### src/rtl/mult_pkg.sv
// Shared widths, state encoding and counter type for the 8-bit signed shift-add multiplier.
package mult_pkg;

    localparam int MULT_W = 8;
    localparam int N_ITER = 8;

    typedef enum logic [2:0] {
        IDLE,
        CLR,
        ADD,
        SHIFT,
        HOLD
    } state_t;

    typedef logic [2:0] cnt_t;

    localparam cnt_t LAST_ITER = cnt_t'(N_ITER - 1);

endpackage

### src/rtl/ripple_adder.sv
// 9-bit ripple-carry adder; x + y + z with carry-out.
module ripple_adder (
    input  logic [8:0] x,
    input  logic [8:0] y,
    input  logic       z,
    output logic [8:0] s,
    output logic       cout
);

    logic [9:0] c;

    always_comb begin
        c    = '0;
        s    = '0;
        c[0] = z;
        for (int i = 0; i < 9; i++) begin
            s[i]     = x[i] ^ y[i] ^ c[i];
            c[i + 1] = (x[i] & y[i]) | (c[i] & (x[i] ^ y[i]));
        end
    end

    assign cout = c[9];

endmodule

### src/rtl/multiplier_control.sv
// Sequencer and A/B/X/M registers for the 8-bit signed shift-add multiplier.
// The last iteration subtracts M because the multiplier's MSB carries negative weight.
module multiplier_control
    import mult_pkg::*;
(
    input  logic              Clk,
    input  logic              Reset,
    input  logic              Run,
    input  logic              ClearA_LoadB,
    input  logic [MULT_W-1:0] S,
    output logic [MULT_W-1:0] Aval,
    output logic [MULT_W-1:0] Bval,
    output logic              X,
    output logic              done
);

    state_t            state;
    state_t            state_next;
    logic [MULT_W-1:0] a_reg;
    logic [MULT_W-1:0] b_reg;
    logic [MULT_W-1:0] m_reg;
    logic              x_reg;
    cnt_t              cnt;

    logic              sub;
    logic [MULT_W:0]   add_x;
    logic [MULT_W:0]   add_y;
    logic              add_z;
    logic [MULT_W:0]   add_s;
    logic              adder_cout_unused;

    ripple_adder u_adder (
        .x    (add_x),
        .y    (add_y),
        .z    (add_z),
        .s    (add_s),
        .cout (adder_cout_unused)
    );

    always_comb begin
        state_next = state;
        sub        = (cnt == LAST_ITER);
        add_x      = {a_reg[MULT_W-1], a_reg};
        add_y      = {m_reg[MULT_W-1], m_reg} ^ {(MULT_W + 1){sub}};
        add_z      = sub;
        case (state)
            IDLE:    if (Run) state_next = CLR;
            CLR:     state_next = ADD;
            ADD:     state_next = SHIFT;
            SHIFT:   state_next = (cnt == LAST_ITER) ? HOLD : ADD;
            HOLD:    if (!Run) state_next = IDLE;
            default: state_next = IDLE;
        endcase
    end

    // done is decoded from the next state so it is a clean register aligned with HOLD.
    always_ff @(posedge Clk) begin
        if (Reset) begin
            state <= IDLE;
            a_reg <= '0;
            b_reg <= '0;
            m_reg <= '0;
            x_reg <= 1'b0;
            cnt   <= '0;
            done  <= 1'b0;
        end else begin
            state <= state_next;
            done  <= (state_next == HOLD);
            case (state)
                IDLE: begin
                    if (!Run && ClearA_LoadB) begin
                        a_reg <= '0;
                        x_reg <= 1'b0;
                        b_reg <= S;
                    end
                end
                CLR: begin
                    a_reg <= '0;
                    x_reg <= 1'b0;
                    m_reg <= S;
                    cnt   <= '0;
                end
                ADD: begin
                    if (b_reg[0]) {x_reg, a_reg} <= add_s;
                end
                SHIFT: begin
                    a_reg <= {x_reg, a_reg[MULT_W-1:1]};
                    b_reg <= {a_reg[0], b_reg[MULT_W-1:1]};
                    cnt   <= cnt + cnt_t'(1);
                end
                default: begin
                end
            endcase
        end
    end

    assign Aval = a_reg;
    assign Bval = b_reg;
    assign X    = x_reg;

endmodule
### config.mk
export PLATFORM = sky130hd
export DESIGN_NAME = multiplier_control
export DESIGN_NICKNAME = d
export VERILOG_FILES = /design/src/rtl/mult_pkg.sv /design/src/rtl/ripple_adder.sv /design/src/rtl/multiplier_control.sv
export SDC_FILE = /design/constraint.sdc
export NUM_CORES = 1
export LEC_CHECK = 0
export BUFFER_PORTS_ARGS = -buffer_cell sky130_fd_sc_hd__buf_2
export CAP_MARGIN = 20
export CORE_MARGIN = 2
export CORE_UTILIZATION = 25
export CTS_BUF_LIST = sky130_fd_sc_hd__clkbuf_8 sky130_fd_sc_hd__clkbuf_16
export CTS_CLUSTER_SIZE = 8
export DETAILED_ROUTE_END_ITERATION = 6
export PLACE_DENSITY = 0.39
export REMOVE_ABC_BUFFERS = 1
export SLEW_MARGIN = 20
export SYNTH_ARGS = -nofsm -noshare
export SYNTH_HDL_FRONTEND = slang
export SYNTH_HIERARCHICAL = 1
export SYNTH_SLANG_ARGS = --single-unit
### constraint.sdc
create_clock -name Clk -period 9.6 [get_ports Clk]
set_input_delay 0.48 -clock Clk [delete_from_list [all_inputs] [get_ports Clk]]
set_output_delay 0.48 -clock Clk [all_outputs]
set_load 0.005 [all_outputs]
==> results by stage, run 1 <==
Detailed routing:
- The count of nets left with antenna violations once routing finished came out at 0.
- Dividing the detail-routed via count by the number of cells gives 4.596.
- For this run, the detailed router's first-pass iteration total came to 4.
- The via count of the routed design is 1388.
- The average detailed-routed wire length per instance is 14.12 um.
- Wires add up to 4.263 mm.
- For this run, design rule violations remaining after detail routing come to 0.
- The initial DRC count is 43.

STA:
- Setup repair after global routing left no endpoint under its margin.
- The number of endpoints failing setup at the final stage is 0.
- The count of pins over their slew limit is 0.
- The least setup slack across all paths after layout is ~4.1 ns.
- The final-report hold violation count is 0.
- Adding up every negative setup slack in the final design gives 0 ns.
- The setup clock skew after layout is approximately 0.0073 ns.
- The transition at the pin with the smallest max-transition slack is 0.8267 ns.
- The time the worst path needs with I/O delays and setup is 5.492 ns.
- The final critical path takes up 57.20% of the cycle.
- The tightest slew margin relative to the limit is 44.81%.
- The worst hold slack across all endpoints is 0.4542 ns.
- Based on the critical path, the design can be clocked at up to about 180 MHz.

Clock network:
- Post-CTS repair changed the size of 0 cells.
- TritonCTS built the clock tree.
- Clock tree synthesis found a total of 32 sinks.
- The number of setup buffers added after CTS is 0.
- The number of buffers added to fix hold violations after cts is 0.
- Clock latency on the worst-skew pair, taken at its later pin, is 0.28 ns.
- The CTS H-tree depth is 2.
- Clock-pin slew was measured on the worst setup and hold paths at 0.07 ns.
- The total CTS buffers is 5.
- The root cell of the clock tree is sky130_fd_sc_hd__clkbuf_8.
- The clock passes through at most 2 buffers.

Power and ir drop:
- The worst ir drop on vdd is 59.85 uV.
- Power spread over the standard cell area amounts to 139.2 nW/um^2.
- Summed over all cells, the static leakage comes to 0.0008761 uW.

Placed design:
- The final weighted congestion in routability-driven placement is 0.6856.
- Once detailed placement completed, the half-perimeter wirelength came to 2.999 mm.
- Before CTS, the worst setup slack after placement is 4.049 ns.
- Input and output buffers added on the ports amount to 29.

GRT:
- The first global-routing pass estimated between 6 and 7 mm of wire.
- Entering global routing, the biggest net connects 29 pins.
- Global routing consumed, over all layers together, 11.58% of the routing resources.
- For this run the aggregate overflow at the end of global routing stands at 0.
- The number of global-route vias before repair is between 1k and 1.5k.
- The layer flagged by global routing as most heavily used is met2.
- The met2 routing resource usage after global routing is about 17%.
- Global routing used 4.063% of the available met3 tracks.
- The number of antenna violations at the first check in global routing is 0.
- For met1 alone, demand over resource in global routing was between 10% and 20%.

Worst setup path:
- The number of cells on the critical path is 19.
- On the critical path the largest part of the delay comes from adder cells.
- On the worst path, the slowest cell contributes a delay of roughly 0.5 ns.
- The critical path is of the reg2reg type.
- The arrival time of data at the critical path endpoint is 5.69 ns.
- The start of the worst register-to-register path is cnt[0].
- The worst setup path is launched from a flip-flop.
- The critical path capture point type is a flip-flop.
- The signal on the critical path passes through ha_1 -> ha_1 -> xor2_1 -> fa_1 -> inv_1 -> fa_1 -> inv_1 -> fa_1 -> fa_1 -> fa_1 -> fa_1 -> fa_1 -> fa_1 -> inv_1 -> fa_1 -> inv_1 -> nand2_1 -> or4_1 -> o221ai_1.
- The critical path contains buffers and inverters numbering 4 combined.
- In this design, the critical path's most frequently occurring cell is sky130_fd_sc_hd__fa_1.
- The maximum fanout encountered on the critical timing path is 11.
- The source of the critical timing path is cnt[0].
- Among all stages on the critical path, the largest delay is contributed by sky130_fd_sc_hd__ha_1.
- At the worst endpoint, the required time is 9.80 ns.
- For the worst flop-to-flop path, the logic depth is 19.

Floorplanning:
- The initial utilization of the core area, before any placement, comes to 26.25%.
- Measured along the y axis, the die boundary spans 88.93 um.
- The placeable core region is 6869 um^2.
- The die footprint is 7908 um^2.
- The number of top-level pins is 30.
- The standard-cell row count is 30.
- The floorplan die width is 88.93 um.

Layout:
- Leaving out fill and tap cells, the most frequent cells in the layout are sky130_fd_sc_hd__dfxtp_1 (32), sky130_fd_sc_hd__buf_2 (29), sky130_fd_sc_hd__mux2i_1 (16), sky130_fd_sc_hd__nand2_1 (13), sky130_fd_sc_hd__nor2_1 (12).
- The number of nets in the layout is between 200 and 250.
- In the final layout, the share of cells above drive strength 1 is 23.79%.
- The synthesis-to-finish area growth is 16.38%.
- The library cell used most frequently in the layout, excluding fill and tap cells, is sky130_fd_sc_hd__dfxtp_1.
- The number of antenna repair diodes is 0.

Synth:
- The synthesized area per cell is 9.906 um^2.
- The cell count after synthesis is 182.
- The synthesized netlist occupies a cell area of 1803 um^2.
- The number of warning messages in the yosys log is 6.

Run:
- The reported max-cap violation count is 0.

Hold path:
- In this run the most critical hold path is launched from S[1].
- Along the worst hold path, the cell count comes to 3.
- The worst hold path belongs to the class in2reg.

Run status:
- The run finished with clean final reports.
## through the flow
stage,util (%),instances,power (uW),area (um^2)
3_5_place_dp,29.14,295,180.7,2002
6_report,30.55,302,292.1,2098
4_1_cts,30.55,302,297.3,2098
5_1_grt,30.55,302,307.8,2098
2_1_floorplan,-,169,166.5,1729
3_3_place_gp,29.14,295,181.2,2002
## final timing paths
kind | to | slack [ns]
worst max register to register | X | 4.11
worst min register to register | cnt[1] | 0.46
worst max-delay path | X | 4.11
worst min-delay path | m_reg[1] | 0.45
## worst min-delay path, stage by stage
cell and delay (ns):
sky130_fd_sc_hd__buf_2 0.09, sky130_fd_sc_hd__mux2i_1 0.06, sky130_fd_sc_hd__nor2_1 0.07
## metal layers
layer	share of wire, %	vias up
li1	-	693
met1	49	656
met2	45	37
met3	5.1	2
met4	0.61	0
met5	0	-
## report_power, final
| group | switching (uW) | internal (uW) |
|---|---|---|
| registers | 7.09 | 138 |
| clock network | 51.0 | 63.9 |
| logic | 18.6 | 14.1 |
## area by class of cell
class,count,area (um^2)
sequential,32,640.6
timing repair buffer,30,152.6
clock buffer,7,96.34
inverter,10,37.54
fill,727,4771
multi-input combinational,127,1051
tap,96,120.1
No activity file was read; power rests on OpenSTA's default activity.
==> run 2: changes to the inputs <==
--- a/config.mk
+++ b/config.mk
@@ -5,6 +5,7 @@
 export SDC_FILE = /design/constraint.sdc
 export NUM_CORES = 1
 export LEC_CHECK = 0
+export ABC_AREA = 1
 export BUFFER_PORTS_ARGS = -buffer_cell sky130_fd_sc_hd__buf_2
 export CAP_MARGIN = 20
 export CORE_MARGIN = 2
==> constraint.sdc (replaced) <==
create_clock -name Clk -period 5.3 [get_ports Clk]
set_input_delay 0.265 -clock Clk [delete_from_list [all_inputs] [get_ports Clk]]
set_output_delay 0.265 -clock Clk [all_outputs]
set_load 0.005 [all_outputs]
==> run 2 against run 1 <==
Non-clock buffer count is the same. Final cell count grew 25%. Synthesized cell count up 37%. Total power up 110%. Die area rose by 0.92%. Critical path depth did not move. Critical path type unchanged. Highest routed layer unchanged.
==> results by stage, run 2 <==
Layout:
- Cells fill about 30% of the core in the end.
- The area growth from synthesis to layout is 17.53%.
- The number of antenna diodes in the final layout is 0.
- Leaving out fill and tap cells, the most frequent cells in the layout are sky130_fd_sc_hd__nand2_1 (60), sky130_fd_sc_hd__nor2_1 (39), sky130_fd_sc_hd__dfxtp_1 (32), sky130_fd_sc_hd__inv_1 (29), sky130_fd_sc_hd__buf_2 (29).
- The number of nets in the layout is 299.
- Cells with a size suffix above 1 make up 19.86% of the layout.
- Leaving out fill and tap cells, the most frequent cell in the layout is sky130_fd_sc_hd__nand2_1.

Power and ir drop:
- The power density of the placed cells is 293.6 nW/um^2.
- The static power due to leakage is between 0.001 and 0.0015 uW.
- The post-route total power is roughly 630 uW.
- The worst-case IR drop observed on VDD is 118.0 uV.

GRT:
- For this run the aggregate overflow at the end of global routing stands at 0.
- The total routing usage reported by global routing is 11.76%.
- Entering global routing, the biggest net connects 25 pins.
- The global-route wire length before repair is 7.182 mm.
- The number of antenna violations at the first check in global routing is 0.
- The number of global-route vias before repair was 1587.

STA:
- The worst hold slack across all endpoints is 0.2581 ns.
- The transition at the pin with the smallest max-transition slack is 0.6606 ns.
- The count of pins over their slew limit came to 0.
- The final worst-path cycle share is 93.60%.
- Measured against its own limit, the worst slew margin works out to 55.80%.
- After layout, the minimum clock period comes to 4.961 ns.
- The highest attainable clock frequency is between 200 and 250 MHz.
- The final-report hold violation count came to 0.
- The number of endpoints failing setup at the final stage is 0.
- The setup clock skew after layout is 0.006257 ns.
- Setup repair after global routing left no endpoint under its margin.
- The sum of negative setup slack is 0 ns.

Floorplanning:
- The die is a little under 90 um wide.
- The number of top-level pins is 30.
- The die span in y is 89.34 um.
- The die footprint is 7981 um^2.
- The floorplan step defined a core boundary enclosing 7137 um^2.
- The floorplan has 31 rows.
- For this configuration, the core starts out at a cell density of 25.51%.

Run status:
- The run finished with clean final reports.

Worst setup path:
- The register-to-register path setup slack is 0.34 ns.
- For the worst setup path, the data required time is 5.52 ns.
- The worst setup path is launched from a flip-flop.
- The critical path capture point type is a flip-flop.
- The maximum fanout encountered on the critical timing path is 3.
- The arrival time of data at the critical path endpoint is 5.19 ns.
- The critical path is of the reg2reg type.

Clock network:
- The insertion delay to the later sink of the worst-skew pair is 0.28 ns.
- The buffer levels on the longest clock path is 2.
- The number of hold buffers added after CTS was 0.
- After clock tree synthesis, the clock-pin slew on the worst setup and hold paths is 0.08 ns.
- The total CTS buffers is 5.
- TritonCTS built the clock tree.
- The number of setup buffers added after CTS is 0.
- Once the clock tree was built, the resizer swapped 0 gates to a different size.
- The CTS H-tree depth is 2.
- The root cell of the clock tree is sky130_fd_sc_hd__clkbuf_8.
- The number of sinks driven by the clock tree is 32.

Placed design:
- The count of buffers inserted at the top-level ports is 29.
- Routability-driven placement finished with a final weighted congestion of between 0.7 and 0.8.
- The wire-length estimate of the detail-placed layout is 3.066 mm.

Hold path:
- The type of the worst min-delay path is in2reg.

Detailed routing:
- The count of antenna-violating nets left after detailed routing is 0.
- For this run, the detailed router's first-pass iteration total came to 4.
- In the final routed layout, each cell accounts on average for 10.91 um.
- The first routing iteration left between 40 and 50 violations.
- The via count of the routed design is 1543.
- The post-detailed-routing wire length is 4.101 mm.
- The via density per instance is 4.104.
- The DRC violation count after routing is 0.

Synth:
- The number of warning messages in the yosys log is 6.
- Synthesis handed over a netlist of 249 instances.
- The synthesized area per cell is 7.311 um^2.
- The synthesized area is 1820 um^2.

Run:
- The reported max-cap violation count is 0.
## run 2: cell types whose count changed in the layout (fill, tap and decap cells not counted), moves of 8 or more
cell	delta
sky130_fd_sc_hd__o2bb2ai_1	-8
sky130_fd_sc_hd__o21ai_2	+10
sky130_fd_sc_hd__nand2_1	+47
sky130_fd_sc_hd__a21oi_1	+8
sky130_fd_sc_hd__o221ai_2	-8
sky130_fd_sc_hd__inv_1	+20
sky130_fd_sc_hd__nor2_1	+27
sky130_fd_sc_hd__nand3_1	+8
sky130_fd_sc_hd__mux2i_1	-16
sky130_fd_sc_hd__a31oi_1	-8
sky130_fd_sc_hd__and2_1	-10
## run 2: report_power, final
group	leakage (uW)	switching (uW)	internal, uW
clock network	0.0000593	98.5	138
logic	0.000737	71.9	44.1
registers	0.000262	16.6	259
total	0.00106	187	441
## run 2: worst paths after layout
check	startpoint	end	depth (start not counted)
worst max-delay path	cnt[0]	X	19
worst min-delay path	S[3]	m_reg[3]	3
worst max register to register	cnt[0]	X	19
worst min register to register	cnt[2]	cnt[2]	2
## run 2: metrics by stage
stage	worst slack (ns)	cells	cell area, um^2
2_1_floorplan	0.3172	239	1755
3_3_place_gp	0.3965	368	2032
3_5_place_dp	0.3439	368	2032
4_1_cts	0.3159	376	2140
5_1_grt	0.1247	376	2140
6_report	0.3393	376	2140
## run 2: final cells by class
type                    count  area (um^2)
clock buffers               5        68.82
clock inverters             3        38.79
fillers                   838         4997
inverters                  33        123.9
multi-input cells         174        991.0
flip-flops and latches     32        640.6
well taps                  99        123.9
repair buffers             30        152.6
## run 2: critical path, stage by stage, from the launching register on
cell	delay [ns]
sky130_fd_sc_hd__dfxtp_1	0.33
sky130_fd_sc_hd__ha_1	0.20
sky130_fd_sc_hd__ha_1	0.20
sky130_fd_sc_hd__xor2_1	0.17
sky130_fd_sc_hd__fa_1	0.43
sky130_fd_sc_hd__inv_1	0.09
sky130_fd_sc_hd__fa_1	0.17
sky130_fd_sc_hd__inv_1	0.05
sky130_fd_sc_hd__fa_1	0.41
sky130_fd_sc_hd__fa_1	0.42
sky130_fd_sc_hd__fa_1	0.42
sky130_fd_sc_hd__fa_1	0.42
sky130_fd_sc_hd__fa_1	0.41
sky130_fd_sc_hd__fa_1	0.37
sky130_fd_sc_hd__inv_1	0.07
sky130_fd_sc_hd__fa_1	0.41
sky130_fd_sc_hd__inv_1	0.06
sky130_fd_sc_hd__and3_1	0.14
sky130_fd_sc_hd__nor2_1	0.05
sky130_fd_sc_hd__nor2_1	0.08
## run 2: layer usage
| metal | up-vias | share of wire, % | global-route usage (%) |
|---|---|---|---|
| li1 | 820 | - | - |
| met1 | 698 | 52 | 15.29 |
| met2 | 23 | 44 | 18.92 |
| met3 | 2 | 2.3 | 3.324 |
| met4 | 0 | 1.0 | 3.664 |
| met5 | - | 0 | 0 |
==> run 3: changes to the inputs <==
--- a/config.mk
+++ b/config.mk
@@ -10,7 +10,7 @@
 export CAP_MARGIN = 20
 export CORE_MARGIN = 2
 export CORE_UTILIZATION = 25
-export CTS_BUF_LIST = sky130_fd_sc_hd__clkbuf_8 sky130_fd_sc_hd__clkbuf_16
+export CTS_BUF_LIST = sky130_fd_sc_hd__clkbuf_4 sky130_fd_sc_hd__clkbuf_8
 export CTS_CLUSTER_SIZE = 8
 export DETAILED_ROUTE_END_ITERATION = 6
 export PLACE_DENSITY = 0.39
==> constraint.sdc (replaced) <==
create_clock -name Clk -period 6.3 [get_ports Clk]
set_input_delay 0.315 -clock Clk [delete_from_list [all_inputs] [get_ports Clk]]
set_output_delay 0.315 -clock Clk [all_outputs]
set_load 0.005 [all_outputs]
==> run 3 against run 2 <==
First-iteration DRC count is 7.1% higher. Largest cell class unchanged. Highest routed layer unchanged. Critical endpoint unchanged. Clock power decreased by 13%. Clock skew grew 0.0041 ns.
==> results by stage, run 3 (same netlist as run 2, synthesis figures left out) <==
Power and ir drop:
- The worst ir drop on vdd is 83.74 uV.
- Sequential cells account for 43.3% of the total power.
- The power dissipated by switching net loads is 161.8 uW.
- The internal power of the cells totals around 370 uW.
- The share of total power in combinational logic is 18.2%.
- Net switching is 30.17% of the power.
- The power density of the placed cells is 250.6 nW/um^2.
- Per report_power, the clock group accounts for 38.5% of the total.
- The static power due to leakage is 0.001049 uW.

GRT:
- The pin count of the biggest net entering global routing is 25.
- Global routing used a little under an eighth of the available tracks across all layers.
- The number of global-route vias before repair is ~1.4k.
- The first global-routing pass estimated 6.886 mm of wire.
- The number of antenna violations at the first check in global routing is 0.
- The total overflow left after global routing is 0.

Clock network:
- The insertion delay to the later sink of the worst-skew pair is slightly below 0.3 ns.
- Clock-pin slew was measured on the worst setup and hold paths at 0.07 ns.
- The CTS H-tree depth is 2.
- Post-CTS repair changed the size of 0 cells.
- The number of sinks driven by the clock tree is 32.
- The buffer levels on the longest clock path is 2.
- TritonCTS built the clock tree.
- The total CTS buffers is 5.
- In this run, post-CTS hold repair placed 0 buffers.
- Once the clock tree was built, the setup fixing pass inserted 0 buffers.
- The root cell of the clock tree is sky130_fd_sc_hd__clkbuf_8.

Floorplanning:
- The die footprint is between 7000 and 8000 um^2.
- The number of top-level pins is 30.
- The standard-cell row count is 31.
- The starting density of the core is 25.51%.
- The die is 89.34 um tall.
- Measured along the x axis, the die boundary spans 89.34 um.
- The placeable core region is 7137 um^2.

Worst setup path:
- The worst reg2reg path depth is 19.
- The critical path crosses 19 cells after its start point.
- The endpoint of the most critical register-to-register path is X.
- In this run the critical register-to-register path is launched from cnt[0].
- The critical path starts at cnt[0].
- Broken down by cell family, the worst path's largest delay share belongs to adder cells.
- The standard cell with the maximum stage delay on the critical path is sky130_fd_sc_hd__ha_1.
- STA classifies the critical path startpoint as a flip-flop.
- The critical path required time is 6.53 ns.
- The critical path ends at X.
- The total buffers and inverters traversed by the critical path is 4.
- The worst setup path is captured at a flip-flop.
- Traced cell by cell, the critical path runs through ha_1 -> ha_1 -> xor2_1 -> fa_1 -> inv_1 -> fa_1 -> inv_1 -> fa_1 -> fa_1 -> fa_1 -> fa_1 -> fa_1 -> fa_1 -> inv_1 -> fa_1 -> inv_1 -> and3_1 -> nor2_1 -> nor2_1.
- The maximum fanout encountered on the critical timing path is 11.
- The arrival time of data at the critical path endpoint is 5.48 ns.
- The critical path is of the reg2reg type.
- The largest single stage delay on the critical path is 0.48 ns.
- Counting stages on the worst path, the most repeated cell is sky130_fd_sc_hd__fa_1.
- The setup check on the worst reg-to-reg path leaves a slack of between 1 and 1.5 ns.

Placed design:
- The sum of net half-perimeters after detailed placement is 2.993 mm.
- At the placement stage, the worst setup path has a slack of 1.051 ns.
- The count of buffers inserted at the top-level ports is 29.
- Routability-driven placement finished with a final weighted congestion of roughly 0.76.
- Summing all placed instances gives a cell area of 2024 um^2.

STA:
- Measured against its own limit, the worst slew margin works out to 57.32%.
- Across the routed clock network, the largest skew measured is 0.01039 ns.
- The worst hold slack across all endpoints is 0.2970 ns.
- Adding up every negative setup slack in the final design gives 0 ns.
- Setup repair after global routing left no endpoint under its margin.
- The final-report hold violation count is 0.
- At the pin with the least slew margin, the transition time is 0.6379 ns.
- The time the worst path needs with I/O delays and setup is 5.254 ns.
- The count of pins over their slew limit came to 0.
- The least setup slack across all paths after layout is ~1.0 ns.
- Derived from the worst setup path, the maximum achievable clock frequency is 190.3 MHz.
- Setup violations remaining at the end of the flow were counted as 0.
- Dividing the final minimum period by the clock period gives 83.40%.

Layout:
- The number of antenna diodes in the final layout is 0.
- In the layout the commonest cells are sky130_fd_sc_hd__nand2_1 (60), sky130_fd_sc_hd__nor2_1 (39), sky130_fd_sc_hd__dfxtp_1 (32), sky130_fd_sc_hd__buf_2 (29), sky130_fd_sc_hd__inv_1 (28).
- The area of all placed cells without fillers is 2140 um^2.
- From synthesis to final layout, the design area changed by 17.53%.
- The commonest non-fill, non-tap cell in the layout is sky130_fd_sc_hd__nand2_1.
- For this run, the post-layout net count is 298.
- In the final layout, the share of cells above drive strength 1 is 19.93%.
- The core occupancy in the finished layout is between 20% and 30%.

Detailed routing:
- The first TritonRoute pass finished after 4 iterations.
- The met3 wirelength from detailed routing is 123 um.
- After detailed routing, the average wire length per cell comes to 10.86 um.
- The via count of the routed design is approximately 1.5k.
- The highest routing layer actually used is met4.
- Once detail routing completed, the nets flagged for antenna violations numbered 0.
- The DRC violation count after routing is 0.
- The via density per instance is 4.072.
- The detailed-routing wirelength on met1 is 2.100 mm.
- For this block, the routed nets add up to 4.074 mm of wire.
- The initial DRC count is 45.
- Wire segments on met2 add up to 1.765 mm in the final route.

Run status:
- The flow ran to the end, and the final reports show no timing, DRC or antenna violations.

Hold path:
- The worst hold path belongs to the class in2reg.

Run:
- Max-cap violations in this run came to 0.
[run 3: cell types whose count changed in the layout (fill, tap and decap cells not counted)]
cell	change
sky130_fd_sc_hd__buf_4	-1
sky130_fd_sc_hd__clkinvlp_4	+1
sky130_fd_sc_hd__inv_6	+1
sky130_fd_sc_hd__inv_1	-1
sky130_fd_sc_hd__clkinv_2	-1
[run 3: stage by stage]
stage               power, uW  instances
global route            577.4        375
CTS                     550.0        375
finish                  536.2        375
detailed placement      336.3        367
global placement        336.6        367
floorplan               301.6        239
[run 3: how the worst min path moves through the flow]
stage / end / startpoint / depth (start not counted)
floorplan: cnt[1] / Reset / 1
global placement: cnt[2] / cnt[2] / 2
detailed placement: cnt[0] / cnt[0] / 1
CTS: m_reg[5] / S[5] / 3
global route: m_reg[3] / S[3] / 3
finish: state[0] / Run / 3
[run 3: power groups by stage]
stage	Sequential (uW)	Clock [uW]	Combinational, uW
after floorplan	235	0	66.4
after global placement	237	0	99.1
after detailed placement	237	0	98.8
after CTS	233	218	99.6
after global routing	235	227	116
final	232	206	97.7
[run 3: worst register-to-register path, cell delays in order, from the launching register on]
cell and delay (ns):
sky130_fd_sc_hd__dfxtp_1 0.36, sky130_fd_sc_hd__ha_1 0.17, sky130_fd_sc_hd__ha_1 0.48, sky130_fd_sc_hd__xor2_1 0.17
sky130_fd_sc_hd__fa_1 0.44, sky130_fd_sc_hd__inv_1 0.08, sky130_fd_sc_hd__fa_1 0.17, sky130_fd_sc_hd__inv_1 0.05
sky130_fd_sc_hd__fa_1 0.41, sky130_fd_sc_hd__fa_1 0.43, sky130_fd_sc_hd__fa_1 0.43, sky130_fd_sc_hd__fa_1 0.42
sky130_fd_sc_hd__fa_1 0.39, sky130_fd_sc_hd__fa_1 0.36, sky130_fd_sc_hd__inv_1 0.07, sky130_fd_sc_hd__fa_1 0.41
sky130_fd_sc_hd__inv_1 0.06, sky130_fd_sc_hd__and3_1 0.15, sky130_fd_sc_hd__nor2_1 0.05, sky130_fd_sc_hd__nor2_1 0.08
[run 3: area by class of cell]
cell class                 count  area (um^2)
clock buffer                   5        68.82
clock inverter                 3        46.29
fill                         836         4997
inverter                      33        123.9
multi-input combinational    174        991.0
sequential                    32        640.6
tap                           99        123.9
timing repair buffer          29        145.1
[run 3: layer usage]
layer	track usage [%]	vias up
li1	-	818
met1	15.42	679
met2	17.44	25
met3	2.770	5
met4	5.292	0
met5	0	-
